### src/rtl/axi_write_route_ctrl2x2_pkg.sv
// axi_write_route_ctrl2x2_pkg: state codes, sizes and arbitration helper shared by the write-route controller
package axi_write_route_ctrl2x2_pkg;
  localparam int NUM_M = 2;
  localparam int NUM_S = 2;
  localparam logic [1:0] ST_IDLE = 2'd0;
  localparam logic [1:0] ST_ADDR = 2'd1;
  localparam logic [1:0] ST_DATA = 2'd2;
  localparam logic [1:0] ST_RESP = 2'd3;
  // A lone requester wins outright; a tie goes to the master that did not win last.
  function automatic logic rr_pick(input logic [NUM_M-1:0] req, input logic last);
    return (&req) ? ~last : req[1];
  endfunction
endpackage

### src/rtl/axi_write_route_ctrl2x2_if.sv
// axi_write_route_ctrl2x2_if: AXI handshake observation inputs and mux control outputs of the write-route controller
interface axi_write_route_ctrl2x2_if #(parameter int ADDR_WIDTH = 32);
  logic                  M0_AWVALID, M1_AWVALID;
  logic [ADDR_WIDTH-1:0] M0_AWADDR, M1_AWADDR;
  logic S0_AWVALID, S0_AWREADY, S0_WVALID, S0_WREADY, S0_WLAST, S0_BVALID, S0_BREADY;
  logic S1_AWVALID, S1_AWREADY, S1_WVALID, S1_WREADY, S1_WLAST, S1_BVALID, S1_BREADY;
  logic M0_write_addr_sel, M0_write_addr_en, M0_write_data_sel, M0_write_data_en;
  logic M1_write_addr_sel, M1_write_addr_en, M1_write_data_sel, M1_write_data_en;
  logic S0_write_resp_sel, S0_write_resp_en, S1_write_resp_sel, S1_write_resp_en;
  modport slave (
    input  M0_AWVALID, M0_AWADDR, M1_AWVALID, M1_AWADDR,
    input  S0_AWVALID, S0_AWREADY, S0_WVALID, S0_WREADY, S0_WLAST, S0_BVALID, S0_BREADY,
    input  S1_AWVALID, S1_AWREADY, S1_WVALID, S1_WREADY, S1_WLAST, S1_BVALID, S1_BREADY,
    output M0_write_addr_sel, M0_write_addr_en, M0_write_data_sel, M0_write_data_en,
    output M1_write_addr_sel, M1_write_addr_en, M1_write_data_sel, M1_write_data_en,
    output S0_write_resp_sel, S0_write_resp_en, S1_write_resp_sel, S1_write_resp_en
  );
  modport master (
    output M0_AWVALID, M0_AWADDR, M1_AWVALID, M1_AWADDR,
    output S0_AWVALID, S0_AWREADY, S0_WVALID, S0_WREADY, S0_WLAST, S0_BVALID, S0_BREADY,
    output S1_AWVALID, S1_AWREADY, S1_WVALID, S1_WREADY, S1_WLAST, S1_BVALID, S1_BREADY,
    input  M0_write_addr_sel, M0_write_addr_en, M0_write_data_sel, M0_write_data_en,
    input  M1_write_addr_sel, M1_write_addr_en, M1_write_data_sel, M1_write_data_en,
    input  S0_write_resp_sel, S0_write_resp_en, S1_write_resp_sel, S1_write_resp_en
  );
endinterface

### src/rtl/axi_write_route_ctrl2x2_fsm.sv
// axi_wr_slave_fsm: per-slave transaction FSM holding one master from AW grant through the B handshake
module axi_wr_slave_fsm
  import axi_write_route_ctrl2x2_pkg::*;
(
  input  logic             clk,
  input  logic             rst_n,
  input  logic [NUM_M-1:0] req_i,
  input  logic             aw_hs_i,
  input  logic             w_last_hs_i,
  input  logic             b_hs_i,
  output logic [1:0]       state_o,
  output logic             mst_o
);
  logic [1:0] state_q, state_d;
  logic       mst_q, mst_d, last_q, last_d;
  always_comb begin
    state_d = state_q;
    mst_d   = mst_q;
    last_d  = last_q;
    case (state_q)
      ST_IDLE: if (|req_i) begin
        state_d = ST_ADDR;
        mst_d   = rr_pick(req_i, last_q);
        last_d  = mst_d;
      end
      ST_ADDR: state_d = aw_hs_i ? ST_DATA : ST_ADDR;
      ST_DATA: state_d = w_last_hs_i ? ST_RESP : ST_DATA;
      default: state_d = b_hs_i ? ST_IDLE : ST_RESP;
    endcase
  end
  // last_q resets to M1 so that M0 wins the first tie
  always_ff @(posedge clk or negedge rst_n) begin
    if (!rst_n) begin
      state_q <= ST_IDLE;
      mst_q   <= 1'b0;
      last_q  <= 1'b1;
    end else begin
      state_q <= state_d;
      mst_q   <= mst_d;
      last_q  <= last_d;
    end
  end
  assign state_o = state_q;
  assign mst_o   = mst_q;
endmodule

### src/rtl/axi_write_route_ctrl2x2.sv
// axi_write_route_ctrl2x2: decodes AW targets, locks busy masters and merges per-slave FSMs into mux controls
module axi_write_route_ctrl2x2
  import axi_write_route_ctrl2x2_pkg::*;
#(
  parameter int ADDR_WIDTH = 32,
  parameter int DEC_BIT    = 31
) (
  input logic                      ACLK,
  input logic                      ARESETn,
  axi_write_route_ctrl2x2_if.slave bus
);
  logic [ADDR_WIDTH-1:0] awaddr_unused [NUM_M];
  logic [NUM_M-1:0] awv, tgt, lock, ae, as, de, ds;
  logic [NUM_S-1:0] aw_hs, w_hs, b_hs, mst, in_addr, in_data, in_resp, busy;
  logic [1:0]       st  [NUM_S];
  logic [NUM_M-1:0] req [NUM_S];
  assign awaddr_unused[0] = bus.M0_AWADDR;
  assign awaddr_unused[1] = bus.M1_AWADDR;
  assign awv   = {bus.M1_AWVALID, bus.M0_AWVALID};
  assign tgt   = {awaddr_unused[1][DEC_BIT], awaddr_unused[0][DEC_BIT]};
  assign aw_hs = {bus.S1_AWVALID & bus.S1_AWREADY, bus.S0_AWVALID & bus.S0_AWREADY};
  assign w_hs  = {bus.S1_WVALID & bus.S1_WREADY & bus.S1_WLAST, bus.S0_WVALID & bus.S0_WREADY & bus.S0_WLAST};
  assign b_hs  = {bus.S1_BVALID & bus.S1_BREADY, bus.S0_BVALID & bus.S0_BREADY};
  for (genvar s = 0; s < NUM_S; s++) begin : g_s
    assign in_addr[s] = st[s] == ST_ADDR;
    assign in_data[s] = st[s] == ST_DATA;
    assign in_resp[s] = st[s] == ST_RESP;
    assign busy[s]    = st[s] != ST_IDLE;
    assign req[s]     = awv & ~lock & (s ? tgt : ~tgt);
    axi_wr_slave_fsm u_fsm (
      .clk        (ACLK),
      .rst_n      (ARESETn),
      .req_i      (req[s]),
      .aw_hs_i    (aw_hs[s]),
      .w_last_hs_i(w_hs[s]),
      .b_hs_i     (b_hs[s]),
      .state_o    (st[s]),
      .mst_o      (mst[s])
    );
  end
  // Each master decodes to one slave, so at most one slave FSM owns it per phase
  for (genvar m = 0; m < NUM_M; m++) begin : g_m
    logic [NUM_S-1:0] own;
    assign own     = {mst[1] == 1'(m), mst[0] == 1'(m)};
    assign lock[m] = |(busy & own);
    assign ae[m]   = |(in_addr & own);
    assign as[m]   = in_addr[1] & own[1];
    assign de[m]   = |(in_data & own);
    assign ds[m]   = in_data[1] & own[1];
  end
  assign bus.M0_write_addr_en  = ae[0];
  assign bus.M0_write_addr_sel = as[0];
  assign bus.M0_write_data_en  = de[0];
  assign bus.M0_write_data_sel = ds[0];
  assign bus.M1_write_addr_en  = ae[1];
  assign bus.M1_write_addr_sel = as[1];
  assign bus.M1_write_data_en  = de[1];
  assign bus.M1_write_data_sel = ds[1];
  assign bus.S0_write_resp_en  = in_resp[0];
  assign bus.S0_write_resp_sel = in_resp[0] & mst[0];
  assign bus.S1_write_resp_en  = in_resp[1];
  assign bus.S1_write_resp_sel = in_resp[1] & mst[1];
endmodule

### src/flat_wrapper.sv
// flat-port wrapper written by rule: the top's interface ports become plain ports
module axi_write_route_ctrl2x2_flat import axi_write_route_ctrl2x2_pkg::*;
#(
  parameter int ADDR_WIDTH = 32,
  parameter int DEC_BIT    = 31
)
  (ACLK, ARESETn, bus_M0_AWVALID, bus_M0_AWADDR, bus_M1_AWVALID, bus_M1_AWADDR, bus_S0_AWVALID, bus_S0_AWREADY, bus_S0_WVALID, bus_S0_WREADY, bus_S0_WLAST, bus_S0_BVALID, bus_S0_BREADY, bus_S1_AWVALID, bus_S1_AWREADY, bus_S1_WVALID, bus_S1_WREADY, bus_S1_WLAST, bus_S1_BVALID, bus_S1_BREADY, bus_M0_write_addr_sel, bus_M0_write_addr_en, bus_M0_write_data_sel, bus_M0_write_data_en, bus_M1_write_addr_sel, bus_M1_write_addr_en, bus_M1_write_data_sel, bus_M1_write_data_en, bus_S0_write_resp_sel, bus_S0_write_resp_en, bus_S1_write_resp_sel, bus_S1_write_resp_en);
  axi_write_route_ctrl2x2_if #(.ADDR_WIDTH(ADDR_WIDTH)) bus_i ();
  input logic ACLK;
  input logic ARESETn;
  input wire logic [$bits(bus_i.M0_AWVALID)-1:0] bus_M0_AWVALID;
  input wire logic [$bits(bus_i.M0_AWADDR)-1:0] bus_M0_AWADDR;
  input wire logic [$bits(bus_i.M1_AWVALID)-1:0] bus_M1_AWVALID;
  input wire logic [$bits(bus_i.M1_AWADDR)-1:0] bus_M1_AWADDR;
  input wire logic [$bits(bus_i.S0_AWVALID)-1:0] bus_S0_AWVALID;
  input wire logic [$bits(bus_i.S0_AWREADY)-1:0] bus_S0_AWREADY;
  input wire logic [$bits(bus_i.S0_WVALID)-1:0] bus_S0_WVALID;
  input wire logic [$bits(bus_i.S0_WREADY)-1:0] bus_S0_WREADY;
  input wire logic [$bits(bus_i.S0_WLAST)-1:0] bus_S0_WLAST;
  input wire logic [$bits(bus_i.S0_BVALID)-1:0] bus_S0_BVALID;
  input wire logic [$bits(bus_i.S0_BREADY)-1:0] bus_S0_BREADY;
  input wire logic [$bits(bus_i.S1_AWVALID)-1:0] bus_S1_AWVALID;
  input wire logic [$bits(bus_i.S1_AWREADY)-1:0] bus_S1_AWREADY;
  input wire logic [$bits(bus_i.S1_WVALID)-1:0] bus_S1_WVALID;
  input wire logic [$bits(bus_i.S1_WREADY)-1:0] bus_S1_WREADY;
  input wire logic [$bits(bus_i.S1_WLAST)-1:0] bus_S1_WLAST;
  input wire logic [$bits(bus_i.S1_BVALID)-1:0] bus_S1_BVALID;
  input wire logic [$bits(bus_i.S1_BREADY)-1:0] bus_S1_BREADY;
  output wire logic [$bits(bus_i.M0_write_addr_sel)-1:0] bus_M0_write_addr_sel;
  output wire logic [$bits(bus_i.M0_write_addr_en)-1:0] bus_M0_write_addr_en;
  output wire logic [$bits(bus_i.M0_write_data_sel)-1:0] bus_M0_write_data_sel;
  output wire logic [$bits(bus_i.M0_write_data_en)-1:0] bus_M0_write_data_en;
  output wire logic [$bits(bus_i.M1_write_addr_sel)-1:0] bus_M1_write_addr_sel;
  output wire logic [$bits(bus_i.M1_write_addr_en)-1:0] bus_M1_write_addr_en;
  output wire logic [$bits(bus_i.M1_write_data_sel)-1:0] bus_M1_write_data_sel;
  output wire logic [$bits(bus_i.M1_write_data_en)-1:0] bus_M1_write_data_en;
  output wire logic [$bits(bus_i.S0_write_resp_sel)-1:0] bus_S0_write_resp_sel;
  output wire logic [$bits(bus_i.S0_write_resp_en)-1:0] bus_S0_write_resp_en;
  output wire logic [$bits(bus_i.S1_write_resp_sel)-1:0] bus_S1_write_resp_sel;
  output wire logic [$bits(bus_i.S1_write_resp_en)-1:0] bus_S1_write_resp_en;
  assign bus_i.M0_AWVALID = bus_M0_AWVALID;
  assign bus_i.M0_AWADDR = bus_M0_AWADDR;
  assign bus_i.M1_AWVALID = bus_M1_AWVALID;
  assign bus_i.M1_AWADDR = bus_M1_AWADDR;
  assign bus_i.S0_AWVALID = bus_S0_AWVALID;
  assign bus_i.S0_AWREADY = bus_S0_AWREADY;
  assign bus_i.S0_WVALID = bus_S0_WVALID;
  assign bus_i.S0_WREADY = bus_S0_WREADY;
  assign bus_i.S0_WLAST = bus_S0_WLAST;
  assign bus_i.S0_BVALID = bus_S0_BVALID;
  assign bus_i.S0_BREADY = bus_S0_BREADY;
  assign bus_i.S1_AWVALID = bus_S1_AWVALID;
  assign bus_i.S1_AWREADY = bus_S1_AWREADY;
  assign bus_i.S1_WVALID = bus_S1_WVALID;
  assign bus_i.S1_WREADY = bus_S1_WREADY;
  assign bus_i.S1_WLAST = bus_S1_WLAST;
  assign bus_i.S1_BVALID = bus_S1_BVALID;
  assign bus_i.S1_BREADY = bus_S1_BREADY;
  assign bus_M0_write_addr_sel = bus_i.M0_write_addr_sel;
  assign bus_M0_write_addr_en = bus_i.M0_write_addr_en;
  assign bus_M0_write_data_sel = bus_i.M0_write_data_sel;
  assign bus_M0_write_data_en = bus_i.M0_write_data_en;
  assign bus_M1_write_addr_sel = bus_i.M1_write_addr_sel;
  assign bus_M1_write_addr_en = bus_i.M1_write_addr_en;
  assign bus_M1_write_data_sel = bus_i.M1_write_data_sel;
  assign bus_M1_write_data_en = bus_i.M1_write_data_en;
  assign bus_S0_write_resp_sel = bus_i.S0_write_resp_sel;
  assign bus_S0_write_resp_en = bus_i.S0_write_resp_en;
  assign bus_S1_write_resp_sel = bus_i.S1_write_resp_sel;
  assign bus_S1_write_resp_en = bus_i.S1_write_resp_en;
  axi_write_route_ctrl2x2 #(.ADDR_WIDTH(ADDR_WIDTH), .DEC_BIT(DEC_BIT)) u_core (.ACLK(ACLK), .ARESETn(ARESETn), .bus(bus_i));
endmodule
### config.mk
export PLATFORM = sky130hd
export DESIGN_NAME = axi_write_route_ctrl2x2_flat
export DESIGN_NICKNAME = d
export VERILOG_FILES = /design/src/rtl/axi_write_route_ctrl2x2_pkg.sv /design/src/rtl/axi_write_route_ctrl2x2_if.sv /design/src/rtl/axi_write_route_ctrl2x2_fsm.sv /design/src/rtl/axi_write_route_ctrl2x2.sv /design/src/flat_wrapper.sv
export SDC_FILE = /design/constraint.sdc
export NUM_CORES = 1
export LEC_CHECK = 0
export ABC_AREA = 1
export BUFFER_PORTS_ARGS = -buffer_cell sky130_fd_sc_hd__buf_2
export CAP_MARGIN = 20
export CELL_PAD_IN_SITES_DETAIL_PLACEMENT = 2
export CELL_PAD_IN_SITES_GLOBAL_PLACEMENT = 2
export CORE_MARGIN = 3
export CORE_UTILIZATION = 10
export DETAILED_ROUTE_END_ITERATION = 10
export PLACE_DENSITY = 0.89
export SETUP_SLACK_MARGIN = 0.05
export SLEW_MARGIN = 0
export SYNTH_ARGS = -nofsm -noshare
export SYNTH_HDL_FRONTEND = slang
export SYNTH_SLANG_ARGS = --single-unit
### constraint.sdc
create_clock -name ACLK -period 1.14 [get_ports ACLK]
set_input_delay 0.285 -clock ACLK [delete_from_list [all_inputs] [get_ports ACLK]]
set_output_delay 0.285 -clock ACLK [all_outputs]
set_load 0.005 [all_outputs]
==> qor.txt, run 1 <==
outcome -> finished, violations left
failing checks -> negative setup slack
Clock Sinks -> 8
Post-Route Skew -> 0.00200 ns
fmax -> 0.701 GHz
Seq/Total Area, Yosys -> 0.369
Lkg Pwr -> 0.617 nW
# fillers -> 633
total global-route track usage -> 0.0834
Post-Syn Nets -> 168
FF-to-FF setup slack -> -0.21 ns
Final Hold Viols -> 0
area share of fa/ha/maj cells after synthesis -> 0
sequential share of power -> 0.194
CTS Root Cell -> clkbuf_8
vias in the first global route -> 891
routed wl met2 -> 1.40 mm
DP Area -> 882 µm²
dpl hpwl -> 2.02 mm
Die ar. -> 6420 µm²
min Tclk post-route -> 1.43 ns
max layer used -> met4
CP startpoint kind -> flop
Synth Area in Simple Gates -> 0.385
Clk network pwr share -> 0.115
RSZ-0062 raised after global routing -> yes
share of layout cells above drive strength 1 -> 0.632
combinational family with the most area after synthesis -> simple AND/OR/NAND/NOR gates
reg2reg end -> u_core.g_s[1].u_fsm.mst_o
clock slew seen by the registers of the worst setup and hold paths -> 0.04 ns
hold endpoint -> u_core.g_s[0].u_fsm.state_o[1]
GP Congestion -> 0.759
post-synthesis cell type count -> 14
IO Count -> 94
reg2reg start -> u_core.g_s[1].u_fsm.state_o[1]
largest net degree at the start of global routing -> 9
Final Cell Area -> 1140 µm²
yosys warns -> 0
Pins Over Slew Limit -> 0
DRT Pass-1 Iters -> 4
mean post-synth cell area -> 6.39 µm²
Synth Area in Compound Gates -> 0.123
hold path start -> bus_S0_AWREADY
H-Tree Depth -> 1
final core utilization -> 0.219
die height -> 80.1 µm
pre-CTS WS -> -0.190 ns
Ant. Diodes -> 0
Worst setup EP type -> output port
power density cells -> 2830 nW/µm²
Tcrit/Tclk final -> 1.25
Mapped Cells -> 86
clock tree buffer depth -> 2
Logic pwr share -> 0.691
remaining global-route overflow -> 0
Clk Latency, worst-skew pair -> 0.23 ns
routed wl met3 -> 149 µm
xor/xnor share of the synthesized area -> 0
I/O Buffers -> 31
routed vias -> 813
Synth-to-Final Area Change -> 107%
M1 wire length -> 1.05 mm
# DRC -> 0
post-synth top area share -> 0.273
initial antenna violation count -> 0
cell-internal power -> 1.80 mW
Hold/Removal Path Class -> in -> reg
critical path type -> reg -> out
Total Nets Final -> 227
Fin Setup TNS -> -3.41 ns
multiplexer area fraction after synthesis -> 0
drt total wl -> 2.61 mm
Max-Cap Viols -> 0
Sw Ratio -> 0.442
Max VDD drop -> 0.592 mV
DRT iter0 DRCs -> 18
vias per inst -> 3.80
synthesized area -> 549 µm²
setup violators final -> 18
setup ws final -> -0.287 ns
sw power -> 1.42 mW
CP arrival -> 1.14 ns
CTS tree -> done
Area contributors post-synth -> dfrtp_1, nand2_1, dfstp_2
Die W -> 80.1 µm
Initial Utilization -> 0.106
Req. time, crit path -> 0.85 ns
Worst Reg-to-Reg Cells -> 7
Synth area leader -> dfrtp_1
Num CTS Buffers -> 3
ANT nets after route -> 0
row cnt -> 26
core footprint -> 5200 µm²
Avg WL per Cell -> 12.2 µm
slew margin rel. -> 0.865
first-pass GRT wire length -> 4.13 mm
Hold Path Depth -> 3
#FFs+latches synth -> 8
measured slew at the worst slew-check pin -> 0.203 ns
peak fanout along the critical path -> 3
[synthesized netlist by cell type]
cell type and count:
o211ai_1 2, o2111ai_1 1, dfrtp_1 6, nor2_1 10
dfstp_2 2, nand3_1 3, nand4_1 6, o22ai_1 4
o21ai_1 2, nand2_2 2, inv_2 5, inv_1 13
o21ai_2 1, nand2_1 29
[cell type report]
class	count	area, µm²	area share
multi-input combinational	60	375	0.330
timing repair buffer	54	348	0.306
sequential	8	206	0.182
tap	70	87.6	0.0770
inverter	18	75.1	0.0660
clock buffer	4	45.0	0.0396
[logic make-up after synthesis]
| family | count (synthesis) |
|---|---|
| compound gates | 10 |
| buf+inv | 18 |
| flops | 8 |
| simple gates | 50 |
[cells in the final DEF, fill, tap and decap left out, drive strengths merged]
cell type and n:
o211ai 2, nand3 3, o22ai 4, o2111ai 1, nor2 10, clkbuf 4
dfrtp 6, o21ai 3, dlygate4sd3 1, buf 53, nand2 31, dfstp 2
nand4 6, inv 18
[layer usage]
metal | track usage | vias up
met5 | 0 | -
li1 | - | 393
met1 | 0.101 | 395
met4 | 0.0152 | 0
met2 | 0.142 | 23
met3 | 0.0314 | 2
[worst max-delay path: stages (launching register included)]
cell,delay [ns]
dfrtp_1,0.38
inv_2,0.08
nand2_1,0.12
o22ai_2,0.18
buf_2,0.14
[timing repair]
action                                  in CTS  in global routing
endpoints found under the setup margin      19                 19
pin swaps                                   12                 10
resized for setup                           22                 16
hold endpoints to repair                     6                  0
hold buffers                                 1                  0
buffers inserted                             7                  3
[power by group through the flow]
| stage | clock network [mW] | logic, mW | registers [mW] |
|---|---|---|---|
| floorplan | 0 | 0.745 | 0.577 |
| global placement | 0 | 1.45 | 0.577 |
| detailed placement | 0 | 1.54 | 0.591 |
| CTS | 0.377 | 1.96 | 0.616 |
| global route | 0.398 | 2.50 | 0.647 |
| finish | 0.370 | 2.23 | 0.626 |
[through the flow]
stage          cells  total power, mW  hold slack, ns
2_1_floorplan     86             1.32         -0.0106
3_3_place_gp     199             2.03           0.141
3_5_place_dp     199             2.13           0.149
4_1_cts          211             2.95           0.381
5_1_grt          214             3.54           0.391
6_report         214             3.22           0.385
[worst max path at each step]
| stage | start | end | slack [ns] | depth (start not counted) |
|---|---|---|---|---|
| 3_3_place_gp | u_core.g_s[1].u_fsm.state_o[1] | u_core.g_s[1].u_fsm.mst_o | -0.12 | 7 |
| 5_1_grt | u_core.g_s[0].u_fsm.state_o[0] | u_core.g_s[1].u_fsm.mst_o | -0.36 | 9 |
| 2_1_floorplan | u_core.g_s[1].u_fsm.state_o[1] | bus_M0_write_addr_en | 0.09 | 3 |
| 4_1_cts | u_core.g_s[0].u_fsm.state_o[1] | bus_M1_write_addr_en | -0.27 | 4 |
| 6_report | u_core.g_s[0].u_fsm.state_o[0] | bus_M0_write_data_en | -0.29 | 4 |
| 3_5_place_dp | u_core.g_s[1].u_fsm.state_o[1] | u_core.g_s[1].u_fsm.mst_o | -0.19 | 7 |
[state kept, by name, summed over array words and instances (netlist names)]
name / count
u_core.g_s.u_fsm.mst_o: 2
u_core.g_s.u_fsm.state_o: 4
u_core.g_s.u_fsm.last_q: 2
Power figures use the tool's default switching activity.
==> run 2, diff against run 1 <==
CTS_BUF_LIST = sky130_fd_sc_hd__clkbuf_4   (was unset)
==> qor.txt, run 2 (synthesized netlist as in run 1, its figures left out) <==
Clock Sinks -> 8
Hold/Removal Path Class -> in -> reg
peak fanout along the critical path -> 5
slew margin rel. -> 0.864
hold path start -> bus_S0_AWREADY
ANT nets after route -> 0
Clk Latency, worst-skew pair -> 0.27 ns
total global-route track usage -> 0.0831
I/O Buffers -> 31
Avg WL per Cell -> 11.8 µm
CTS Root Cell -> clkbuf_4
critical path type -> reg -> out
first-pass GRT wire length -> 4.08 mm
measured slew at the worst slew-check pin -> 0.203 ns
CTS tree -> done
total chip power -> 3.07 mW
H-Tree Depth -> 1
Total Nets Final -> 225
commonest non-fill, non-tap cell in the layout -> buf_2
remaining global-route overflow -> 0
Final Cell Area -> 1110 µm²
Num CTS Buffers -> 3
crit-path cells -> nor2_4, inv_4, o22ai_2, buf_2
share of layout cells above drive strength 1 -> 0.648
Lkg Pwr -> 0.599 nW
Ant. Diodes -> 0
Tcrit/Tclk final -> 1.27
CP peak stage delay -> 0.45 ns
largest net degree at the start of global routing -> 9
setup violators final -> 18
reg2reg start -> u_core.g_s[0].u_fsm.state_o[0]
Synth-to-Final Area Change -> 102%
failing checks -> negative setup slack
DRT iter0 DRCs -> 10
Die ar. -> 6420 µm²
Initial Utilization -> 0.106
Pins Over Slew Limit -> 0
core footprint -> 5200 µm²
initial antenna violation count -> 0
# DRC -> 0
Final Hold Viols -> 0
Max-Cap Viols -> 0
commonest cells after routing, fill and taps aside -> buf_2, nand2_1, buf_4
CP startpoint kind -> flop
outcome -> finished, violations left
max reg flops -> 4
Max VDD drop -> 0.514 mV
drt total wl -> 2.51 mm
min Tclk post-route -> 1.45 ns
IO Count -> 94
vias in the first global route -> 888
clock tree buffer depth -> 2
RSZ-0062 raised after global routing -> yes
Post-Route Skew -> 0.00625 ns
DRT Pass-1 Iters -> 2
routed vias -> 813
clock slew seen by the registers of the worst setup and hold paths -> 0.06 ns
dpl hpwl -> 2.02 mm
die height -> 80.1 µm
setup ws final -> -0.306 ns
fmax -> 0.692 GHz
CP arrival -> 1.16 ns
final core utilization -> 0.213
crit path from -> u_core.g_s[1].u_fsm.state_o[1]
GP Congestion -> 0.759
# fillers -> 634
vias per inst -> 3.83
DP Area -> 882 µm²
Req. time, crit path -> 0.85 ns
power density cells -> 2770 nW/µm²
Worst setup EP type -> output port
Die W -> 80.1 µm
slowest CP cell -> dfrtp_2
row cnt -> 26
## run 2: changes by cell type in the layout (fill, tap and decap cells not counted), sizes merged
cell,before,now
buf,53,51
## run 2: cell type report
class | instances | area, µm² | share of cell area
Tap cell | 70 | 87.6 | 0.0790
Sequential cell | 8 | 208 | 0.187
Timing Repair Buffer | 52 | 333 | 0.300
Inverter | 18 | 77.6 | 0.0700
Clock buffer | 4 | 30.0 | 0.0271
Multi-Input combinational cell | 60 | 373 | 0.336
## run 2: path summary, 6_finish.rpt
kind / depth (start not counted) / slack (ns) / endpoint
hold / removal: 3 / 0.33 / u_core.g_s[0].u_fsm.state_o[1]
setup / recovery: 4 / -0.31 / bus_M0_write_addr_en
min in group asynchronous: 2 / 0.38 / u_core.g_s[0].u_fsm.state_o[0]
max in group asynchronous: 2 / 0.51 / u_core.g_s[1].u_fsm.last_q
hold reg to reg: 2 / 0.46 / u_core.g_s[1].u_fsm.last_q
setup reg to reg: 9 / -0.21 / u_core.g_s[1].u_fsm.mst_o
## run 2: worst max-delay path: cells and delay by family (launching register included)
kind	cells	cell delay, ns
buffers and inverters	2	0.20
flip-flops	1	0.45
AO/OA/AOI/OAI	1	0.09
AND/OR/NAND/NOR	1	0.15
## run 2: per-stage QoR
stage	TNS [ns]	instances	worst slack, ns	hold WS, ns
finish	-3.90	212	-0.306	0.333
global route	-5.31	212	-0.363	0.331
CTS	-3.91	210	-0.320	0.336
detailed placement	-1.26	199	-0.190	0.149
global placement	-0.682	199	-0.122	0.141
floorplan	0	86	0.0885	-0.0106
## run 2: routing by layer
metal / GRT usage / up-vias / routed length (µm)
met1: 0.0999 / 396 / 1040
met4: 0.0355 / 0 / 45
met2: 0.134 / 23 / 1280
li1: - / 388 / -
met5: 0 / - / 0
met3: 0.0280 / 6 / 150
## run 2: power breakdown
part / leakage [nW] / switching [mW] / internal (mW)
Combinational: 0.491 / 1.09 / 1.05
Sequential: 0.0892 / 0.183 / 0.467
Clock: 0.0184 / 0.121 / 0.159
## run 2: timing repair
action,CTS,global route
endpoints found under the hold margin,6,0
cloned,0,0
resized for setup,22,18
setup endpoints to repair,19,19
hold buffers,1,0
pin swaps,12,13
buffers inserted,6,2
